### src/rtl/score_keeper_pkg.sv
// Shared types and constants for the score_keeper game bookkeeping block.
package score_pkg;

    typedef enum logic [1:0] {
        AWARD_10   = 2'd0,
        AWARD_100  = 2'd1,
        AWARD_200  = 2'd2,
        AWARD_1000 = 2'd3
    } award_code_t;

    // Packed BCD addend for each award code; entry 0 is the +0010 award.
    localparam logic [3:0][15:0] AWARD_TABLE = {16'h1000, 16'h0200, 16'h0100, 16'h0010};

    typedef enum logic [1:0] {
        IDLE   = 2'd0,
        ADD    = 2'd1,
        COMMIT = 2'd2
    } state_t;

    localparam logic [15:0] BCD_MAX4 = 16'h9999;
    localparam logic [7:0]  BCD_MAX2 = 8'h99;

    function automatic logic [15:0] award_addend(input award_code_t code);
        return AWARD_TABLE[code];
    endfunction

endpackage

### src/rtl/score_keeper_if.sv
// Event inputs and display-value outputs of the score_keeper block.
interface score_keeper_if;

    logic        Clear;
    logic        Pause;
    logic        Award_Valid;
    logic [1:0]  Award_Code;
    logic        Award_Ready;
    logic        Coin_Evt;
    logic        Life_Lost;
    logic [15:0] Score;
    logic [7:0]  Coins;
    logic [3:0]  Lives;
    logic        One_Up;
    logic        Game_Over;

    modport master (
        output Clear, Pause, Award_Valid, Award_Code, Coin_Evt, Life_Lost,
        input  Award_Ready, Score, Coins, Lives, One_Up, Game_Over
    );

    modport slave (
        input  Clear, Pause, Award_Valid, Award_Code, Coin_Evt, Life_Lost,
        output Award_Ready, Score, Coins, Lives, One_Up, Game_Over
    );

endinterface

### src/rtl/score_keeper_bcd_digit_add.sv
// Single BCD digit adder: s = a + b + cin, folded back into 0..9 with a carry.
module bcd_digit_add (
    input  logic [3:0] a,
    input  logic [3:0] b,
    input  logic       cin,
    output logic [3:0] s,
    output logic       cout
);

    logic [4:0] raw;
    logic [4:0] adjusted;

    // Binary sum first, then subtract ten when it leaves the decimal digit range.
    always_comb begin
        raw      = {1'b0, a} + {1'b0, b} + {4'd0, cin};
        adjusted = raw - 5'd10;
        if (raw > 5'd9) begin
            s    = adjusted[3:0];
            cout = 1'b1;
        end else begin
            s    = raw[3:0];
            cout = 1'b0;
        end
    end

endmodule

### src/rtl/score_keeper.sv
// Game-state bookkeeping: BCD score via digit-serial adder, BCD coins, lives, game over.
module score_keeper
    import score_pkg::*;
#(
    parameter int unsigned LIVES_INIT = 3,
    parameter int unsigned LIVES_MAX  = 9
) (
    input  logic           Clk,
    input  logic           Reset,
    score_keeper_if.slave  bus
);

    localparam logic [3:0] LIVES_INIT_V = 4'(LIVES_INIT);
    localparam logic [3:0] LIVES_MAX_V  = 4'(LIVES_MAX);

    state_t      state_q, state_d;
    logic [1:0]  idx_q, idx_d;
    logic        carry_q, carry_d;
    logic [15:0] shadow_q, shadow_d;
    logic [15:0] addend_q, addend_d;
    logic [15:0] score_q, score_d;
    logic        ready;

    logic [3:0]  digitA, digitB, digitS;
    logic        digitCout;

    logic [7:0]  coins_q, coins_d;
    logic        oneUp_q, oneUp_d;
    logic [3:0]  lives_q, lives_d;
    logic        gameOver_q, gameOver_d;
    logic        lifeDown;

    logic [3:0]  coinLo, coinHi;
    logic        coinLoCout, coinHiCout;

    assign digitA = shadow_q[{idx_q, 2'b00} +: 4];
    assign digitB = addend_q[{idx_q, 2'b00} +: 4];

    bcd_digit_add u_score_digit (
        .a    (digitA),
        .b    (digitB),
        .cin  (carry_q),
        .s    (digitS),
        .cout (digitCout)
    );

    bcd_digit_add u_coin_lo (
        .a    (coins_q[3:0]),
        .b    (4'd0),
        .cin  (1'b1),
        .s    (coinLo),
        .cout (coinLoCout)
    );

    bcd_digit_add u_coin_hi (
        .a    (coins_q[7:4]),
        .b    (4'd0),
        .cin  (coinLoCout),
        .s    (coinHi),
        .cout (coinHiCout)
    );

    // Score FSM: accept an award, add it one digit per cycle into the shadow, then commit or saturate.
    always_comb begin
        state_d  = state_q;
        idx_d    = idx_q;
        carry_d  = carry_q;
        shadow_d = shadow_q;
        addend_d = addend_q;
        score_d  = score_q;
        ready    = 1'b0;

        case (state_q)
            IDLE: begin
                ready = !bus.Pause;
                if (bus.Award_Valid && ready) begin
                    shadow_d = score_q;
                    addend_d = award_addend(award_code_t'(bus.Award_Code));
                    carry_d  = 1'b0;
                    idx_d    = 2'd0;
                    state_d  = ADD;
                end
            end
            ADD: begin
                shadow_d[{idx_q, 2'b00} +: 4] = digitS;
                carry_d = digitCout;
                idx_d   = idx_q + 2'd1;
                if (idx_q == 2'd3) begin
                    state_d = COMMIT;
                end
            end
            COMMIT: begin
                score_d = carry_q ? BCD_MAX4 : shadow_q;
                state_d = IDLE;
            end
            default: begin
                state_d = IDLE;
            end
        endcase

        if (bus.Clear) begin
            state_d  = IDLE;
            idx_d    = 2'd0;
            carry_d  = 1'b0;
            shadow_d = 16'h0000;
            addend_d = 16'h0000;
            score_d  = 16'h0000;
        end
    end

    // Score FSM registers; an abandoned award never reaches score_q.
    always_ff @(posedge Clk or negedge Reset) begin
        if (!Reset) begin
            state_q  <= IDLE;
            idx_q    <= 2'd0;
            carry_q  <= 1'b0;
            shadow_q <= 16'h0000;
            addend_q <= 16'h0000;
            score_q  <= 16'h0000;
        end else begin
            state_q  <= state_d;
            idx_q    <= idx_d;
            carry_q  <= carry_d;
            shadow_q <= shadow_d;
            addend_q <= addend_d;
            score_q  <= score_d;
        end
    end

    // Coin count, extra-life pulse, lives up/down with saturation, and sticky game over.
    always_comb begin
        coins_d    = coins_q;
        oneUp_d    = 1'b0;
        lives_d    = lives_q;
        gameOver_d = gameOver_q | (lives_q == 4'd0);
        lifeDown   = bus.Life_Lost && !bus.Pause;

        if (bus.Coin_Evt && !bus.Pause) begin
            coins_d = {coinHi, coinLo};
            oneUp_d = coinHiCout;
        end

        if (oneUp_q && !lifeDown) begin
            if (lives_q < LIVES_MAX_V) begin
                lives_d = lives_q + 4'd1;
            end
        end else if (!oneUp_q && lifeDown) begin
            if (lives_q != 4'd0) begin
                lives_d = lives_q - 4'd1;
            end
        end

        if (bus.Clear) begin
            coins_d    = 8'h00;
            oneUp_d    = 1'b0;
            lives_d    = LIVES_INIT_V;
            gameOver_d = (LIVES_INIT_V == 4'd0);
        end
    end

    // Coin and lives registers.
    always_ff @(posedge Clk or negedge Reset) begin
        if (!Reset) begin
            coins_q    <= 8'h00;
            oneUp_q    <= 1'b0;
            lives_q    <= LIVES_INIT_V;
            gameOver_q <= (LIVES_INIT_V == 4'd0);
        end else begin
            coins_q    <= coins_d;
            oneUp_q    <= oneUp_d;
            lives_q    <= lives_d;
            gameOver_q <= gameOver_d;
        end
    end

    assign bus.Award_Ready = ready;
    assign bus.Score       = score_q;
    assign bus.Coins       = coins_q;
    assign bus.Lives       = lives_q;
    assign bus.One_Up      = oneUp_q;
    assign bus.Game_Over   = gameOver_q;

endmodule

### src/flat_wrapper.sv
// flat-port wrapper written by rule: the top's interface ports become plain ports
module score_keeper_flat import score_pkg::*;
#(
    parameter int unsigned LIVES_INIT = 3,
    parameter int unsigned LIVES_MAX  = 9
)
  (Clk, Reset, bus_Clear, bus_Pause, bus_Award_Valid, bus_Award_Code, bus_Coin_Evt, bus_Life_Lost, bus_Award_Ready, bus_Score, bus_Coins, bus_Lives, bus_One_Up, bus_Game_Over);
  score_keeper_if bus_i ();
  input  logic Clk;
  input  logic Reset;
  input wire logic [$bits(bus_i.Clear)-1:0] bus_Clear;
  input wire logic [$bits(bus_i.Pause)-1:0] bus_Pause;
  input wire logic [$bits(bus_i.Award_Valid)-1:0] bus_Award_Valid;
  input wire logic [$bits(bus_i.Award_Code)-1:0] bus_Award_Code;
  input wire logic [$bits(bus_i.Coin_Evt)-1:0] bus_Coin_Evt;
  input wire logic [$bits(bus_i.Life_Lost)-1:0] bus_Life_Lost;
  output wire logic [$bits(bus_i.Award_Ready)-1:0] bus_Award_Ready;
  output wire logic [$bits(bus_i.Score)-1:0] bus_Score;
  output wire logic [$bits(bus_i.Coins)-1:0] bus_Coins;
  output wire logic [$bits(bus_i.Lives)-1:0] bus_Lives;
  output wire logic [$bits(bus_i.One_Up)-1:0] bus_One_Up;
  output wire logic [$bits(bus_i.Game_Over)-1:0] bus_Game_Over;
  assign bus_i.Clear = bus_Clear;
  assign bus_i.Pause = bus_Pause;
  assign bus_i.Award_Valid = bus_Award_Valid;
  assign bus_i.Award_Code = bus_Award_Code;
  assign bus_i.Coin_Evt = bus_Coin_Evt;
  assign bus_i.Life_Lost = bus_Life_Lost;
  assign bus_Award_Ready = bus_i.Award_Ready;
  assign bus_Score = bus_i.Score;
  assign bus_Coins = bus_i.Coins;
  assign bus_Lives = bus_i.Lives;
  assign bus_One_Up = bus_i.One_Up;
  assign bus_Game_Over = bus_i.Game_Over;
  score_keeper #(.LIVES_INIT(LIVES_INIT), .LIVES_MAX(LIVES_MAX)) u_core (.Clk(Clk), .Reset(Reset), .bus(bus_i));
endmodule
### config.mk
export PLATFORM = sky130hd
export DESIGN_NAME = score_keeper_flat
export DESIGN_NICKNAME = d
export VERILOG_FILES = /design/src/rtl/score_keeper_pkg.sv /design/src/rtl/score_keeper_if.sv /design/src/rtl/score_keeper_bcd_digit_add.sv /design/src/rtl/score_keeper.sv /design/src/flat_wrapper.sv
export SDC_FILE = /design/constraint.sdc
export NUM_CORES = 1
export LEC_CHECK = 0
export CAP_MARGIN = 20
export CORE_ASPECT_RATIO = 1.2
export CORE_UTILIZATION = 61
export CTS_CLUSTER_SIZE = 28
export DETAILED_ROUTE_END_ITERATION = 8
export GPL_TIMING_DRIVEN = 0
export MAX_ROUTING_LAYER = met4
export PLACE_DENSITY = 0.87
export SYNTH_ARGS = -nofsm -noshare
export SYNTH_HDL_FRONTEND = slang
export SYNTH_SLANG_ARGS = --single-unit
### constraint.sdc
create_clock -name Clk -period 7.9 [get_ports Clk]
set_input_delay 1.58 -clock Clk [delete_from_list [all_inputs] [get_ports Clk]]
set_output_delay 1.58 -clock Clk [all_outputs]
set_load 0.1 [all_outputs]
==> results by group <==
Run status
  • Status: completed

Worst setup path
  • CP Cell Sequence: clkdlybuf4s50_1, nor3_1, clkdlybuf4s50_1
  • Setup crit end: bus_Award_Ready
  • CP max stage cell: clkdlybuf4s50_1
  • R2r worst-path depth: 16
  • Kind of critical path: in2out
  • Worst r2r src: u_core.bus.Coins[1]
  • Type of origin of the critical path: primary input
  • FF-to-FF End: u_core.bus.Coins[5]
  • Worst path required time: 6.32 ns
  • CP endpoint kind: output port
  • Crit path largest cell delay: 1.21 ns
  • Top cell by count, worst path: clkdlybuf4s50_1
  • Worst Path Max Fanout: 5
  • R2R setup slack: 3.85 ns
  • Critical Path AT: 3.65 ns
  • Critical path launch point: bus_Pause

Route
  • Met3 WL post-DR: 543 um
  • Initial DRC Count: 206
  • Pre-antenna DRT Iters: 5
  • Final wirelength: 8616 um
  • DR WL met2: 4488 um
  • Antenna viol nets, final: 0
  • Vias per inst: 6.515
  • Vias: 3127
  • Wire length per cell: 17.95 um
  • M1 WL: 3418 um
  • Remaining DRCs: 0
  • Max Used Layer: met4

Synth
  • Post-synth EDFFs: 0
  • Cells after synthesis: 372
  • Synth async-reset ratio: 1.000
  • Ys flop type: dfrtp_1
  • FF+latch count, synth: 55
  • Post-synthesis sequential area ratio: 0.4078
  • Avg Cell Area, Syn: 9.088 um2
  • Netlist cell types: 55
  • Ys Warns: 0
  • Mapped cell area: 0.003381 mm2
  • Mapped Nets: 398

Placed design
  • GPL Wtd Cong: 0.9815
  • IO Port Bufs: 39
  • Placed Cells: 474
  • Placed inst area: 0.003864 mm2
  • Pre-CTS setup slack: 2.692 ns
  • DP HPWL: 6382 um

Flow run
  • Max-Cap Viols: 0

Cells and area
  • Design Area, Final: 0.003936 mm2
  • Final nets: 445
  • Fin cells: 480
  • Antenna diodes: 0
  • Commonest non-fill, non-tap cell in the layout: dfrtp_1
  • Area Overhead vs Synth: 16.43%
  • Layout cell share with drive strength beyond 1: 0.05024
  • Fill cells: 402
  • Commonest non-fill, non-tap cells in the layout: dfrtp_1, clkdlybuf4s50_1, nand2_1
  • Fin util: 0.7430

GRT
  • Largest net degree at the start of global routing: 33
  • Initial antenna violation count: 0
  • Vias in the first global route: 3030
  • Total congestion overflow: 0
  • First-pass GRT wire length: 14190 um
  • Gr usage total: 0.3108

STA
  • RSZ-0062 raised after global routing: no
  • Final setup margin: 2.666 ns
  • Final setup viols: 0
  • Fin crit share: 0.6625
  • Final hold vios: 0
  • Maximum clock frequency: 191.1 MHz
  • Tmin final: 5.234 ns
  • Slew margin rel.: 0.3446
  • Clock Skew: 0.01506 ns
  • WHS: 0.5006 ns
  • Fin. max-slew vios: 0
  • Final TNS setup: 0 ns
  • Least-Margin Pin Slew: 0.9801 ns

Floorplan
  • Num rows: 29
  • Die Y: 83.55 um
  • Die area: 0.005845 mm2
  • Core Region: 0.005298 mm2
  • Initial core utilization: 0.6382
  • Die W: 69.96 um
  • Io pins: 40

CTS
  • Clk Latency, worst-skew pair: 0.31 ns
  • Clk root buf: clkbuf_8
  • Post-CTS sizing: 0
  • Clock-pin slew on the worst setup and hold paths: 0.08 ns
  • CTS Sinks: 55
  • Post-CTS Hold Buffers: 0
  • H-tree levels: 2
  • Max Buffers Root-to-Sink: 2
  • CTS tree: done
  • Post-CTS Setup Inserts: 0
  • TritonCTS Buffers: 5

Pwr
  • Pleak: 1.628 nW
  • Pwr/cell area: 147.7 mW/mm2
  • Total power draw: 0.5815 mW
  • Peak supply drop: 0.0001068 V

Hold path
  • Worst Hold Class: reg2reg
-- final cells by class --
class	count	area, um2	share of cell area
flip-flops and latches	55	1379	0.3503
inverters	12	45.04	0.01144
clock buffers	6	72.57	0.01844
well taps	62	77.57	0.01971
multi-input cells	285	1874	0.4762
plain buffers	20	82.58	0.02098
repair buffers	40	405.4	0.1030
-- cells in the mapped netlist, drive strengths merged (2+ instances only) --
cell type / number / area (um2)
a311oi: 2 / 23.77
clkbuf: 17 / 63.81
o221ai: 2 / 17.52
or3b: 3 / 26.28
o31ai: 3 / 22.52
a211oi: 3 / 22.52
o311ai: 3 / 26.28
o21a: 2 / 15.01
and3: 4 / 25.02
and2: 3 / 22.53
dfrtp: 53 / 1326
nor2b: 11 / 68.82
mux2i: 6 / 60.06
a31oi: 7 / 43.79
nand4: 8 / 50.05
a21o: 4 / 30.03
o22ai: 7 / 43.79
buf: 3 / 18.77
nand2b: 7 / 43.79
a21oi: 30 / 150.1
xnor2: 7 / 61.31
ha: 14 / 175.2
nand3: 11 / 55.05
fa: 3 / 60.06
nor4: 2 / 12.51
mux4: 4 / 97.59
o211ai: 5 / 37.54
o21ai: 8 / 40.04
inv: 12 / 45.04
nand2: 36 / 135.1
nand3b: 9 / 67.56
xor2: 2 / 17.52
nor3b: 5 / 37.54
a211o: 2 / 17.52
dfstp: 2 / 52.55
nor3: 25 / 125.1
nor2: 33 / 123.9
or2: 2 / 12.51
-- worst max-delay path: cells and delay by family --
family | cells | cell delay, ns
buffers and inverters | 2 | 1.68
and+or+nand+nor | 1 | 0.38
-- per-layer routing --
metal | vias to the layer above | global-route usage
met2 | 138 | 0.5428
met4 | 0 | 0.09273
met3 | 28 | 0.05314
met5 | - | -
li1 | 1439 | -
met1 | 1522 | 0.3658
-- worst min path at each step --
stage,from,to,slack [ns],depth (start not counted)
6_report,u_core.shadow_q[4],u_core.shadow_q[4],0.50,2
5_1_grt,u_core.shadow_q[8],u_core.shadow_q[8],0.55,2
4_1_cts,u_core.shadow_q[4],u_core.shadow_q[4],0.51,2
3_5_place_dp,u_core.shadow_q[4],u_core.shadow_q[4],0.49,2
3_3_place_gp,u_core.bus.Game_Over,u_core.bus.Game_Over,0.48,2
2_1_floorplan,u_core.shadow_q[4],u_core.shadow_q[4],0.46,2
-- report_power, final --
group          internal (mW)  switching, mW
logic                 0.0379         0.0944
clock network         0.0595         0.0894
registers              0.290        0.00993
total                  0.388          0.194
-- sequential cells by signal, indices dropped and copies added, names as in the netlist --
register              cells
u_core.bus.Score         16
u_core.shadow_q          16
u_core.bus.Coins          8
u_core.addend_q           4
u_core.bus.Lives          4
u_core.idx_q              2
u_core.state_q            2
u_core.bus.Game_Over      1
u_core.bus.One_Up         1
u_core.carry_q            1
-- logic make-up after synthesis --
| kind of cell | after synthesis | synth area share |
|---|---|---|
| simple gates | 163 | 0.2491 |
| compound gates | 85 | 0.1625 |
| flops | 55 | 0.4078 |
| buf+inv | 32 | 0.03775 |
| fa+ha+maj | 17 | 0.06958 |
| mux | 11 | 0.04996 |
| xor+xnor | 9 | 0.02332 |
Power figures use the tool's default switching activity.
